--- src/rtl/fir_stream_sink.sv ---
// ---------------------------------------------------------------------------
// fir_stream_sink
//
// Sample sink at the tail of a FIR datapath. Upstream presents one sample per
// enabled cycle, qualified by r_in, with no backpressure. Samples are held in
// a circular buffer until the host pulls them out with rd_en. When a sample
// arrives at a full buffer and no read frees a slot in that cycle, the sample
// is dropped and a sticky overflow flag is raised.
//
// Parameters
//   N      sample width in bits
//   DEPTH  buffer depth in samples (power of two, >= 2)
//
// Ports
//   clk       sole clock, rising edge
//   rst       asynchronous active-low reset
//   enable    global step enable; 0 freezes every piece of state
//   r_in      write request / valid tag for d_in
//   d_in      incoming sample
//   rd_en     host read request
//   clr_ovf   clears the overflow flag (a same-cycle drop wins)
//   rd_data   oldest sample, registered, held until the next accepted read
//   rd_valid  one-cycle pulse qualifying a freshly loaded rd_data
//   empty     occupancy == 0
//   full      occupancy == DEPTH
//   count     occupancy
//   overflow  sticky dropped-sample flag
//   chk_sum   modulo-2^N sum of accepted samples since reset
//
// Optional feature
//   FIR_SINK_CHECKSUM_EN  when defined, chk_sum tracks the sum of accepted
//                         samples; otherwise chk_sum is tied to zero and no
//                         accumulator exists.
// ---------------------------------------------------------------------------
module fir_stream_sink #(
  parameter int N     = 16,
  parameter int DEPTH = 8
) (
  input  logic                     clk,
  input  logic                     rst,
  input  logic                     enable,
  input  logic                     r_in,
  input  logic [N-1:0]             d_in,
  input  logic                     rd_en,
  input  logic                     clr_ovf,
  output logic [N-1:0]             rd_data,
  output logic                     rd_valid,
  output logic                     empty,
  output logic                     full,
  output logic [$clog2(DEPTH):0]   count,
  output logic                     overflow,
  output logic [N-1:0]             chk_sum
);

  localparam int AW = $clog2(DEPTH);
  localparam int CW = AW + 1;

  // Sample storage: no reset, written only on accepted writes.
  logic [N-1:0]  mem [DEPTH];

  logic [AW-1:0] wr_ptr_reg;
  logic [AW-1:0] wr_ptr_next;
  logic [AW-1:0] rd_ptr_reg;
  logic [AW-1:0] rd_ptr_next;
  logic [CW-1:0] count_reg;
  logic [CW-1:0] count_next;
  logic          overflow_reg;
  logic          overflow_next;
  logic [N-1:0]  rd_data_reg;
  logic          rd_valid_reg;

  logic          is_empty;
  logic          is_full;
  logic          rd_accept;
  logic          wr_request;
  logic          wr_accept;
  logic          wr_drop;

  // -------------------------------------------------------------------------
  // Status and handshake qualification
  // -------------------------------------------------------------------------
  assign is_empty   = (count_reg == '0);
  assign is_full    = (count_reg == CW'(DEPTH));

  // A read is only honoured when something is already stored; a write in the
  // same cycle never falls through to the read side.
  assign rd_accept  = enable & rd_en & ~is_empty;
  assign wr_request = enable & r_in;
  // A full buffer still takes a write when a read frees the oldest slot in
  // the same cycle.
  assign wr_accept  = wr_request & (~is_full | rd_accept);
  assign wr_drop    = wr_request & is_full & ~rd_accept;

  // -------------------------------------------------------------------------
  // Next-state logic
  // -------------------------------------------------------------------------
  always_comb begin
    wr_ptr_next   = wr_ptr_reg;
    rd_ptr_next   = rd_ptr_reg;
    count_next    = count_reg;
    overflow_next = overflow_reg;

    // Pointers wrap naturally because DEPTH is a power of two.
    if (wr_accept) begin
      wr_ptr_next = wr_ptr_reg + AW'(1);
    end
    if (rd_accept) begin
      rd_ptr_next = rd_ptr_reg + AW'(1);
    end

    unique case ({wr_accept, rd_accept})
      2'b10:   count_next = count_reg + CW'(1);
      2'b01:   count_next = count_reg - CW'(1);
      default: count_next = count_reg;
    endcase

    // Set has priority over clear so a drop is never lost.
    if (wr_drop) begin
      overflow_next = 1'b1;
    end else if (enable && clr_ovf) begin
      overflow_next = 1'b0;
    end
  end

  // -------------------------------------------------------------------------
  // Storage write port
  // -------------------------------------------------------------------------
  always_ff @(posedge clk) begin
    if (wr_accept) begin
      mem[wr_ptr_reg] <= d_in;
    end
  end

  // -------------------------------------------------------------------------
  // Control state
  // -------------------------------------------------------------------------
  always_ff @(posedge clk or negedge rst) begin
    if (!rst) begin
      wr_ptr_reg   <= '0;
      rd_ptr_reg   <= '0;
      count_reg    <= '0;
      overflow_reg <= 1'b0;
      rd_data_reg  <= '0;
      rd_valid_reg <= 1'b0;
    end else begin
      wr_ptr_reg   <= wr_ptr_next;
      rd_ptr_reg   <= rd_ptr_next;
      count_reg    <= count_next;
      overflow_reg <= overflow_next;
      // rd_valid is a pure pulse: low whenever no read was accepted,
      // including every cycle with enable low.
      rd_valid_reg <= rd_accept;
      // When full with a simultaneous write the slot being read is the one
      // being overwritten; the nonblocking write means the old sample is read.
      if (rd_accept) begin
        rd_data_reg <= mem[rd_ptr_reg];
      end
    end
  end

  // -------------------------------------------------------------------------
  // Optional running checksum
  // -------------------------------------------------------------------------
`ifdef FIR_SINK_CHECKSUM_EN
  logic [N-1:0] sum_reg;

  always_ff @(posedge clk or negedge rst) begin
    if (!rst) begin
      sum_reg <= '0;
    end else if (wr_accept) begin
      sum_reg <= sum_reg + d_in;
    end
  end

  assign chk_sum = sum_reg;
`else
  assign chk_sum = '0;
`endif

  // -------------------------------------------------------------------------
  // Outputs
  // -------------------------------------------------------------------------
  assign rd_data  = rd_data_reg;
  assign rd_valid = rd_valid_reg;
  assign empty    = is_empty;
  assign full     = is_full;
  assign count    = count_reg;
  assign overflow = overflow_reg;

endmodule

--- config.mk ---
export PLATFORM = sky130hd
export DESIGN_NAME = fir_stream_sink
export DESIGN_NICKNAME = d
export VERILOG_FILES = /design/src/rtl/fir_stream_sink.sv
export SDC_FILE = /design/constraint.sdc
export NUM_CORES = 1
export LEC_CHECK = 0
export ABC_AREA = 1
export BUFFER_PORTS_ARGS = -buffer_cell sky130_fd_sc_hd__clkbuf_2
export CAP_MARGIN = 0
export CORE_MARGIN = 1
export CORE_UTILIZATION = 45
export CTS_BUF_LIST = sky130_fd_sc_hd__clkbuf_2 sky130_fd_sc_hd__clkbuf_4 sky130_fd_sc_hd__clkbuf_8
export DETAILED_ROUTE_END_ITERATION = 12
export SYNTH_ARGS = -nofsm -noshare
export SYNTH_HDL_FRONTEND = slang
export SYNTH_SLANG_ARGS = --single-unit
--- constraint.sdc ---
create_clock -name clk -period 2.32 [get_ports clk]
set_input_delay 0.348 -clock clk [delete_from_list [all_inputs] [get_ports clk]]
set_output_delay 0.348 -clock clk [all_outputs]
set_load 0.01 [all_outputs]
==> impl_metrics.csv, run 1 <==
group,metric,value,unit
drt,num_vias,3945,
floorplan,die_h,120,um
setup_path,cp_max_fo,16,
setup_path,cp_slowest_cell,"dfrtp_1",
global_routing,grt_pass1_wl,20.9,mm
finish,nets,582,
synthesis,synth_area_leader_cell,"edfxtp_1",
drt,vias_per_cell,5.29,
clock_network,insertion_delay,430,ps
global_routing,grt_pass1_vias,3874,
finish,drive_gt1_share,18.4,%
finish,syn_to_final_growth,13.2,%
place,routabilityCongestion,0.877,
timing,finalHoldViolations,0,
pwr,switchingPower,2.83,mW
global_routing,grt_overflow,0,
floorplan,die_x,120,um
drt,drt_wl_total,12.9,mm
setup_path,cp-end-kind,"flip-flop",
timing,worstMarginPinSlew,759,ps
synthesis,post-synth-top-count-cell,"edfxtp_1",
synthesis,synth_top_area_share,61.1,%
setup_path,critPathLaunchType,"flip-flop",
pwr,seq_power_share,44.5,%
synthesis,avgSynthCellArea,12.6,um^2
pwr,total_power,8.13,mW
flow_run,max_cap_viol_count,0,
global_routing,antenna_found_initial,0,
timing,period_needed,1920,ps
drt,route.detailed.drc,0,
setup_path,critPathRequiredTime,2440,ps
clock_network,cts_sinks,156,
timing,fin_crit_sh,82.9,%
synthesis,synth_seq_area_share,72.2,%
setup_path,worst-path-buf-inv,1,
hold_path,hold_class,"primary input to flip-flop",
timing,worst_hold_slack,208,ps
global_routing,grt_max_degree,66,
synthesis,synthTopCellsByArea,"edfxtp_1 61%, dfrtp_1 11%, o21ai_0 5.3%",
synthesis,ys.flop_type,"edfxtp_1",
synthesis,ys_seq_elements,156,
pwr,p_sw_share,34.8,%
clock_network,tritoncts,"done",
pwr,clkPwrFrac,24.7,%
synthesis,yosys_warnings,0,
timing,relSlewSlack,49.4,%
clock_network,clockBufferDepth,2,
timing,final.setup.tns,0,ps
clock_network,cts_max_level,4,
timing,setup_viol,0,
clock_network,cts-root-buf,"clkbuf_8",
clock_network,cts_buffers,17,
status,status,"completed",
synthesis,syn_area,6290,um^2
pwr,power.density,1140,nW/um^2
synthesis,synthCells,499,
synthesis,yosysUniqueCellTypes,27,
timing,rsz0062_at_grt,"false",
setup_path,worstPathArrival,2040,ps
finish,largest_reg_flops,128,
global_routing,grtUsageTotal,19.6,%
drt,drt.antenna.violating_nets,0,
finish,antenna_cells,0,
place,dp_hpwl,8.70,mm
synthesis,synth-edff-count,128,
synthesis,synthTopCellsByCount,"128 x edfxtp_1, 75 x nor2_1, 66 x o21ai_0",
floorplan,core.rowCount,42,
pwr,p_int,5.30,mW
pwr,static-leakage-power,2.70,nW
floorplan,coreArea,13500,um^2
timing,skew,13.3,ps
floorplan,dieArea,14500,um^2
synthesis,ys_async_sr_fraction,17.9,%
pwr,pwr-share-comb,30.8,%
setup_path,crit_family,"simple AND/OR/NAND/NOR gates",
drt,drt_pass1_iterations,5,
timing,report.final.slew_viol_count,0,
pwr,ir_drop,0.391,mV
place,port_buffers,45,
setup_path,crit_chain,"nor2_1 > nand2_2 > nand2_1 > nand2_1 > nand2_2 > or2_1 > nor2_1 > buf_4",
setup_path,slowest_delay,490,ps
floorplan,initial_core_util,46.8,%
floorplan,io_pins,62,
setup_path,path_class,"flip-flop to flip-flop",
clock_network,path_clk_slew,80,ps
timing,fmax,0.520,GHz
drt,drtIter0Drc,315,
drt,post_drt_wl_per_cell,17.3,um
[routing by layer]
metal	track usage, %	vias up	routed length [um]
li1	-	1868	-
met1	29.0	1911	6360
met2	28.2	152	5650
met3	4.39	14	747
met4	7.79	0	167
met5	0	-	0
[stage by stage]
stage	cell area (um^2)	setup slack [ps]	utilization, %	std cells
2_1_floorplan	6350	98.4	-	514
3_3_place_gp	6710	470	49.9	713
3_5_place_dp	6710	431	49.9	713
4_1_cts	7120	390	52.9	746
5_1_grt	7120	252	52.9	746
6_report	7120	397	52.9	746
[final timing paths]
path                             from       endpoint  slack, ps  depth (start not counted)
max                          count[0]     mem[4][12]        400                          8
min                           clr_ovf       overflow        210                          4
max reg2reg                  count[0]     mem[4][12]        400                          8
min reg2reg                rd_data[0]     rd_data[0]        490                          2
max in group asynchronous         rst  rd_ptr_reg[0]       1290                          2
min in group asynchronous         rst     rd_data[1]        510                          2
[final cells by class]
class	count	area, um^2
clock buffer	19	249
clock inverter	13	150
fill	1145	6330
inverter	21	80.1
multi-input combinational	294	1470
sequential	156	4550
tap	176	220
timing repair buffer	67	405
[worst reg2reg max path, delay by kind of cell (launching register included)]
kind	cells	cell delay [ps]
simple gates	7	870
buf+inv	1	250
flops	1	490
[cells in the final DEF (no fill, tap or decap)]
cell type	n
dfrtp_2	1
nor2_1	75
ha_1	3
nand2_4	2
o21ai_0	66
nand2_1	65
clkinvlp_4	3
bufinv_16	3
clkbuf_4	2
buf_4	20
clkbuf_8	17
xor2_1	5
o21bai_1	1
conb_1	16
nor4_2	1
buf_12	1
nand3_1	4
inv_1	17
clkinv_4	2
clkinv_1	4
nand3_2	1
inv_2	3
or2_1	1
nand2_2	2
o21ai_1	2
nand4_1	2
clkbuf_2	45
o22ai_1	16
clkinv_2	2
edfxtp_1	128
dfrtp_1	27
o211ai_1	16
dlygate4sd3_1	1
o221ai_1	16
[power groups by stage]
stage               logic (mW)  clock network, mW  registers, mW
floorplan                 1.60                  0           3.73
global placement          2.46                  0           3.66
detailed placement        2.49                  0           3.68
CTS                       2.50               2.04           3.62
global route              2.83               2.16           3.66
finish                    2.51               2.01           3.61
[logic make-up (layout without fill, tap and decap cells)]
| logic type | after synthesis | in the layout | synth area share (%) |
|---|---|---|---|
| fa+ha+maj | 3 | 3 | 0.597 |
| buf+inv | 64 | 120 | 5.27 |
| flops | 156 | 156 | 72.2 |
| xor+xnor | 5 | 5 | 0.696 |
| compound gates | 117 | 117 | 11.3 |
| simple gates | 153 | 153 | 9.88 |
| other cells | 1 | 16 | 0.0596 |
[repair_timing]
action	CTS	global route
endpoints found under the hold margin	28	0
setup buffers	0	0
hold buffers	1	0
gates resized for setup	0	0
(Power assumes the default switching activity.)
==> run 2, diff against run 1 <==
--- a/config.mk
+++ b/config.mk
@@ -5,7 +5,7 @@
 export SDC_FILE = /design/constraint.sdc
 export NUM_CORES = 1
 export LEC_CHECK = 0
-export ABC_AREA = 1
+export ABC_AREA = 0
 export BUFFER_PORTS_ARGS = -buffer_cell sky130_fd_sc_hd__clkbuf_2
 export CAP_MARGIN = 0
 export CORE_MARGIN = 1
==> constraint.sdc (replaced) <==
create_clock -name clk -period 1.8 [get_ports clk]
set_input_delay 0.27 -clock clk [delete_from_list [all_inputs] [get_ports clk]]
set_output_delay 0.27 -clock clk [all_outputs]
set_load 0.01 [all_outputs]
==> impl_metrics.csv, run 2 <==
group,metric,value,unit
finish,largest_reg_flops,128,
synthesis,yosys_warnings,0,
finish,mostFrequentLayoutCell,"edfxtp_1",
status,violations,"setup timing",
hold_path,min_from,"d_in[7]",
synthesis,avgSynthCellArea,19.3,um^2
floorplan,dieArea,14200,um^2
hold_path,holdPathStages,1,
synthesis,synth_seq_area_share,73.8,%
clock_network,clockBufferDepth,2,
global_routing,grtUsageTotal,17.2,%
floorplan,io_pins,62,
global_routing,grt_pass1_vias,3040,
pwr,static-leakage-power,2.61,nW
global_routing,antenna_found_initial,0,
finish,antenna_cells,0,
setup_path,r2r-end,"count[2]",
drt,drtIter0Drc,127,
clock_network,tritoncts,"done",
synthesis,synthTopCellsByCount,"128 x edfxtp_1, 32 x mux4_2, 28 x dfrtp_1",
synthesis,synth_top_area_share,62.4,%
drt,post_drt_wl_per_cell,18.3,um
pwr,power.density,1440,nW/um^2
floorplan,die_h,119,um
synthesis,ys_seq_elements,156,
pwr,total_power,10.5,mW
hold_path,holdPathEnd,"mem[0][7]",
setup_path,worstPathArrival,1570,ps
floorplan,coreArea,13300,um^2
clock_network,cts_buffers,17,
setup_path,path_class,"flip-flop to primary output",
global_routing,grt_pass1_wl,17.3,mm
synthesis,synth-edff-count,128,
synthesis,post-synth-top-count-cell,"edfxtp_1",
drt,vias_per_cell,5.07,
place,dp_cells,548,
timing,setup_ws,-39.5,ps
drt,drt_wl_total,10.8,mm
synthesis,synthCells,319,
clock_network,cts_sinks,156,
timing,report.final.slew_viol_count,0,
pwr,ir_drop,0.728,mV
place,pre_cts_slack,-4.39,ps
clock_network,path_clk_slew,80,ps
timing,rsz0062_at_grt,"true",
synthesis,ys_async_sr_fraction,17.9,%
flow_run,max_cap_viol_count,0,
finish,syn_to_final_growth,18.6,%
setup_path,cp-end-kind,"primary output",
timing,finalHoldViolations,0,
timing,period_needed,1840,ps
timing,relSlewSlack,43.1,%
place,routabilityCongestion,0.757,
clock_network,insertion_delay,450,ps
timing,worstMarginPinSlew,853,ps
drt,drt_pass1_iterations,4,
timing,setup_viol,3,
setup_path,cp_max_fo,2,
finish,drive_gt1_share,39.9,%
drt,drt.antenna.violating_nets,0,
floorplan,initial_core_util,46.3,%
synthesis,synthTopCellsByArea,"edfxtp_1 62%, mux4_2 12%, dfrtp_1 11%",
setup_path,critPathRequiredTime,1530,ps
place,port_buffers,45,
global_routing,grtUsageMet2,27.6,%
hold_path,hold_class,"primary input to flip-flop",
synthesis,yosysUniqueCellTypes,33,
synthesis,syn_area,6160,um^2
timing,fin_crit_sh,102,%
global_routing,met1_usage,22.5,%
setup_path,critPathLaunchType,"flip-flop",
setup_path,r2r_start,"count[0]",
finish,final_cell_mix,"128 x edfxtp_1, 44 x clkbuf_2, 32 x mux4_2",
setup_path,ff2ff_path_depth,8,
global_routing,grt_overflow,0,
global_routing,busiest_layer,"met2",
drt,num_vias,3002,
floorplan,core.rowCount,42,
global_routing,grt_max_degree,29,
status,status,"finished with violations",
synthesis,synth_area_leader_cell,"edfxtp_1",
timing,fmax,0.544,GHz
place,dp_hpwl,6.53,mm
timing,skew,10.0,ps
finish,nets,428,
clock_network,cts-root-buf,"clkbuf_8",
clock_network,cts_max_level,4,
setup_path,rrSetupSlack,-10,ps
global_routing,use_met3,4.36,%
finish,fin_cells,592,
synthesis,ys.flop_type,"edfxtp_1",
drt,route.detailed.drc,0,
floorplan,die_x,119,um
run 2: cell count changes after synthesis, sizes merged, moves of 14 or more:
cell    previous run  this run
a21oi              0        18
clkbuf            16         2
inv               20         1
mux2i              0        16
mux4               0        32
nand2             69         9
nor2              75        25
o211ai            16         0
o21ai             68         0
o221ai            16         0
o22ai             16         0
run 2: stage by stage:
step                TNS (ps)  util (%)  hold slack, ps  cell area [um^2]
global placement           0      51.1             387              6800
global route            -401      55.0            73.0              7310
finish                 -56.4      55.0            93.0              7310
floorplan              -3520         -           -25.6              6330
detailed placement     -6.94      51.1             418              6800
CTS                     -148      54.3            72.8              7210
run 2: cell type report:
cell class                      count  area, um^2
Clock buffer                       20         256
Clock inverter                     12         121
Fill cell                        1052        5990
Inverter                            1        3.75
Multi-Input combinational cell    146        1560
Sequential cell                   156        4550
Tap cell                          176         220
Timing Repair Buffer               81         599
run 2: critical path, cell delays in order, from the launching register on:
cell	delay, ps
dfrtp_1	420
nor4b_4	400
buf_4	180
clkbuf_2	120
run 2: worst max path at each step:
stage / startpoint / endpoint / slack [ps] / depth (start not counted)
global placement: count[1] / count[2] / 60 / 8
CTS: count[0] / full / -80 / 3
floorplan: count[0] / mem[1][0] / -110 / 5
global route: count[0] / full / -120 / 3
finish: count[0] / full / -40 / 3
detailed placement: count[1] / count[2] / -4 / 8
run 2: power breakdown:
group | internal (mW) | switching (mW) | leakage (nW) | total (mW)
logic | 1.67 | 1.64 | 0.946 | 3.30
registers | 4.43 | 0.291 | 1.48 | 4.72
clock network | 1.26 | 1.23 | 0.186 | 2.49
total | 7.36 | 3.15 | 2.61 | 10.5
run 2: timing repair:
| action | CTS | global route |
|---|---|---|
| endpoints found under the setup margin | 4 | 62 |
| gates resized for setup | 2 | 3 |
| hold buffers | 1 | 0 |
| endpoints found under the hold margin | 28 | 0 |
| buffers inserted | 3 | 8 |
| pin swaps | 2 | 11 |
run 2: logic make-up after synthesis:
logic type / after synthesis / share of synthesized area [%]
xor gates and xnor gates: 7 / 0.995
DFF: 156 / 73.8
buffers and inverters: 32 / 3.45
and+or+nand+nor: 47 / 4.14
AOI/OAI and AO/OA: 22 / 2.11
other: 1 / 0.0609
adders and majority gates: 3 / 0.609
muxes: 51 / 14.8
run 2: layer usage:
layer / routed length, um / share of wire [%]
met1: 4890 / 45
met2: 5420 / 50
met3: 340 / 3.1
met4: 166 / 1.5
met5: 0 / 0
==> run 3, diff against run 2 <==
--- a/config.mk
+++ b/config.mk
@@ -7,11 +7,14 @@
 export LEC_CHECK = 0
 export ABC_AREA = 0
 export BUFFER_PORTS_ARGS = -buffer_cell sky130_fd_sc_hd__clkbuf_2
-export CAP_MARGIN = 0
+export CAP_MARGIN = 20
+export CELL_PAD_IN_SITES_DETAIL_PLACEMENT = 1
+export CELL_PAD_IN_SITES_GLOBAL_PLACEMENT = 1
 export CORE_MARGIN = 1
 export CORE_UTILIZATION = 45
 export CTS_BUF_LIST = sky130_fd_sc_hd__clkbuf_2 sky130_fd_sc_hd__clkbuf_4 sky130_fd_sc_hd__clkbuf_8
 export DETAILED_ROUTE_END_ITERATION = 12
+export PLACE_DENSITY_LB_ADDON = 0.1
 export SYNTH_ARGS = -nofsm -noshare
 export SYNTH_HDL_FRONTEND = slang
 export SYNTH_SLANG_ARGS = --single-unit
==> impl_metrics.csv, run 3 (synthesized netlist as in run 2, its figures left out) <==
group,metric,value,unit
timing,fmax,0.543,GHz
pwr,power.density,1470,nW/um^2
floorplan,die_h,119,um
timing,finalHoldViolations,0,
clock_network,cts_buffers,17,
finish,multi_input_area,1570,um^2
drt,drt_pass1_iterations,4,
finish,mostFrequentLayoutCell,"edfxtp_1",
finish,nFillCells,1206,
drt,num_vias,3095,
finish,antenna_cells,0,
setup_path,cp_max_fo,2,
finish,final_cell_mix,"128 x edfxtp_1, 43 x clkbuf_2, 32 x mux4_2",
drt,post_drt_wl_per_cell,19.8,um
hold_path,hold_class,"primary input to flip-flop",
drt,drt.antenna.violating_nets,0,
setup_path,cp-end-kind,"flip-flop",
timing,relSlewSlack,57.4,%
setup_path,path_class,"flip-flop to flip-flop",
finish,seq_area,4550,um^2
clock_network,path_clk_slew,80,ps
drt,drtIter0Drc,173,
setup_path,critPathLaunchType,"flip-flop",
timing,period_needed,1840,ps
finish,largest_reg_flops,128,
status,status,"finished with violations",
floorplan,coreArea,13300,um^2
setup_path,crit_family,"flip-flops",
finish,syn_to_final_growth,20.8,%
timing,report.final.slew_viol_count,0,
status,violations,"setup timing",
floorplan,core.rowCount,42,
drt,vias_per_cell,5.21,
place,pre_cts_slack,11.0,ps
place,port_buffers,45,
floorplan,dieArea,14200,um^2
setup_path,slowest_delay,390,ps
clock_network,cts_max_level,4,
flow_run,max_cap_viol_count,0,
global_routing,grtUsageTotal,18.1,%
global_routing,grt_max_degree,34,
timing,rsz0062_at_grt,"true",
clock_network,clockBufferDepth,2,
floorplan,die_x,119,um
global_routing,grt_pass1_vias,3284,
timing,setup_ws,-42.1,ps
timing,worstMarginPinSlew,637,ps
global_routing,antenna_found_initial,0,
clock_network,tritoncts,"done",
clock_network,insertion_delay,440,ps
pwr,ir_drop,0.653,mV
clock_network,cts-root-buf,"clkbuf_8",
place,routabilityCongestion,0.737,
setup_path,critPathRequiredTime,2140,ps
setup_path,cp_slowest_cell,"dfrtp_1",
pwr,total_power,11.0,mW
timing,setup_viol,2,
drt,route.detailed.drc,0,
global_routing,grt_pass1_wl,18.3,mm
pwr,static-leakage-power,2.66,nW
timing,fin_crit_sh,102,%
floorplan,io_pins,62,
place,dp_hpwl,7.11,mm
drt,drt_wl_total,11.8,mm
timing,skew,9.36,ps
finish,nets,430,
clock_network,cts_sinks,156,
setup_path,worst-path-buf-inv,2,
setup_path,crit_chain,"buf_6 > nor4_4 > buf_4 > nor3_4 > xor2_1 > ha_2 > mux2_4",
timing,worst_hold_slack,112,ps
global_routing,grt_overflow,0,
finish,drive_gt1_share,40.2,%
floorplan,initial_core_util,46.3,%
setup_path,worstPathArrival,2180,ps
-- run 3: cell types whose count changed in the layout (fill, tap and decap cells not counted), sizes merged --
cell and delta:
buf +3, clkbuf -3, bufinv +2, clkinvlp -2, inv +2
-- run 3: layout make-up --
cell class,count,area share [%]
Clock inverter,14,2.57
Multi-Input combinational cell,146,21.1
Tap cell,176,2.96
Clock buffer,18,3.25
Timing Repair Buffer,83,9.01
Inverter,1,0.0504
Sequential cell,156,61.1
-- run 3: final timing paths --
check                            start           to  slack [ps]  depth (start not counted)
setup / recovery              count[3]     count[1]         -40                          7
hold / removal                d_in[14]   mem[6][14]         110                          1
setup reg to reg              count[3]     count[1]         -40                          7
hold reg to reg            rd_data[11]  rd_data[11]         530                          2
max in group asynchronous          rst     count[2]        1100                          3
min in group asynchronous          rst     overflow         390                          3
-- run 3: metrics by stage --
| step | setup TNS (ps) | util (%) | instance area (um^2) | std cells |
|---|---|---|---|---|
| after floorplan | -3520 | - | 6330 | 334 |
| after detailed placement | 0 | 51.3 | 6820 | 549 |
| final | -68.3 | 56.0 | 7440 | 594 |
| after global routing | -611 | 56.0 | 7440 | 594 |
| after CTS | -79.4 | 54.9 | 7300 | 586 |
| after global placement | 0 | 51.3 | 6820 | 549 |
-- run 3: layer usage --
metal	wire length (um)	vias up	track usage (%)
met5	0	-	0
met4	147	0	7.99
met3	371	12	4.50
met2	6140	77	30.5
met1	5110	1618	22.1
li1	-	1388	-
-- run 3: worst reg2reg max path: stages (launching register included) --
cell	delay [ps]
dfrtp_1	390
buf_6	130
nor4_4	270
buf_4	160
nor3_4	40
xor2_1	180
ha_2	310
mux2_4	260
-- run 3: report_power, final --
part | leakage (nW) | internal [mW] | total (mW) | switching (mW)
clock network | 0.215 | 1.53 | 2.81 | 1.28
logic | 0.973 | 1.73 | 3.39 | 1.65
registers | 1.48 | 4.43 | 4.76 | 0.337
-- run 3: repair_timing --
action,CTS,global route
endpoints found under the hold margin,28,0
setup endpoints to repair,2,69
pin swaps,2,6
setup buffers,4,8
hold buffers,1,0
gates cloned,0,0
gates resized for setup,2,6
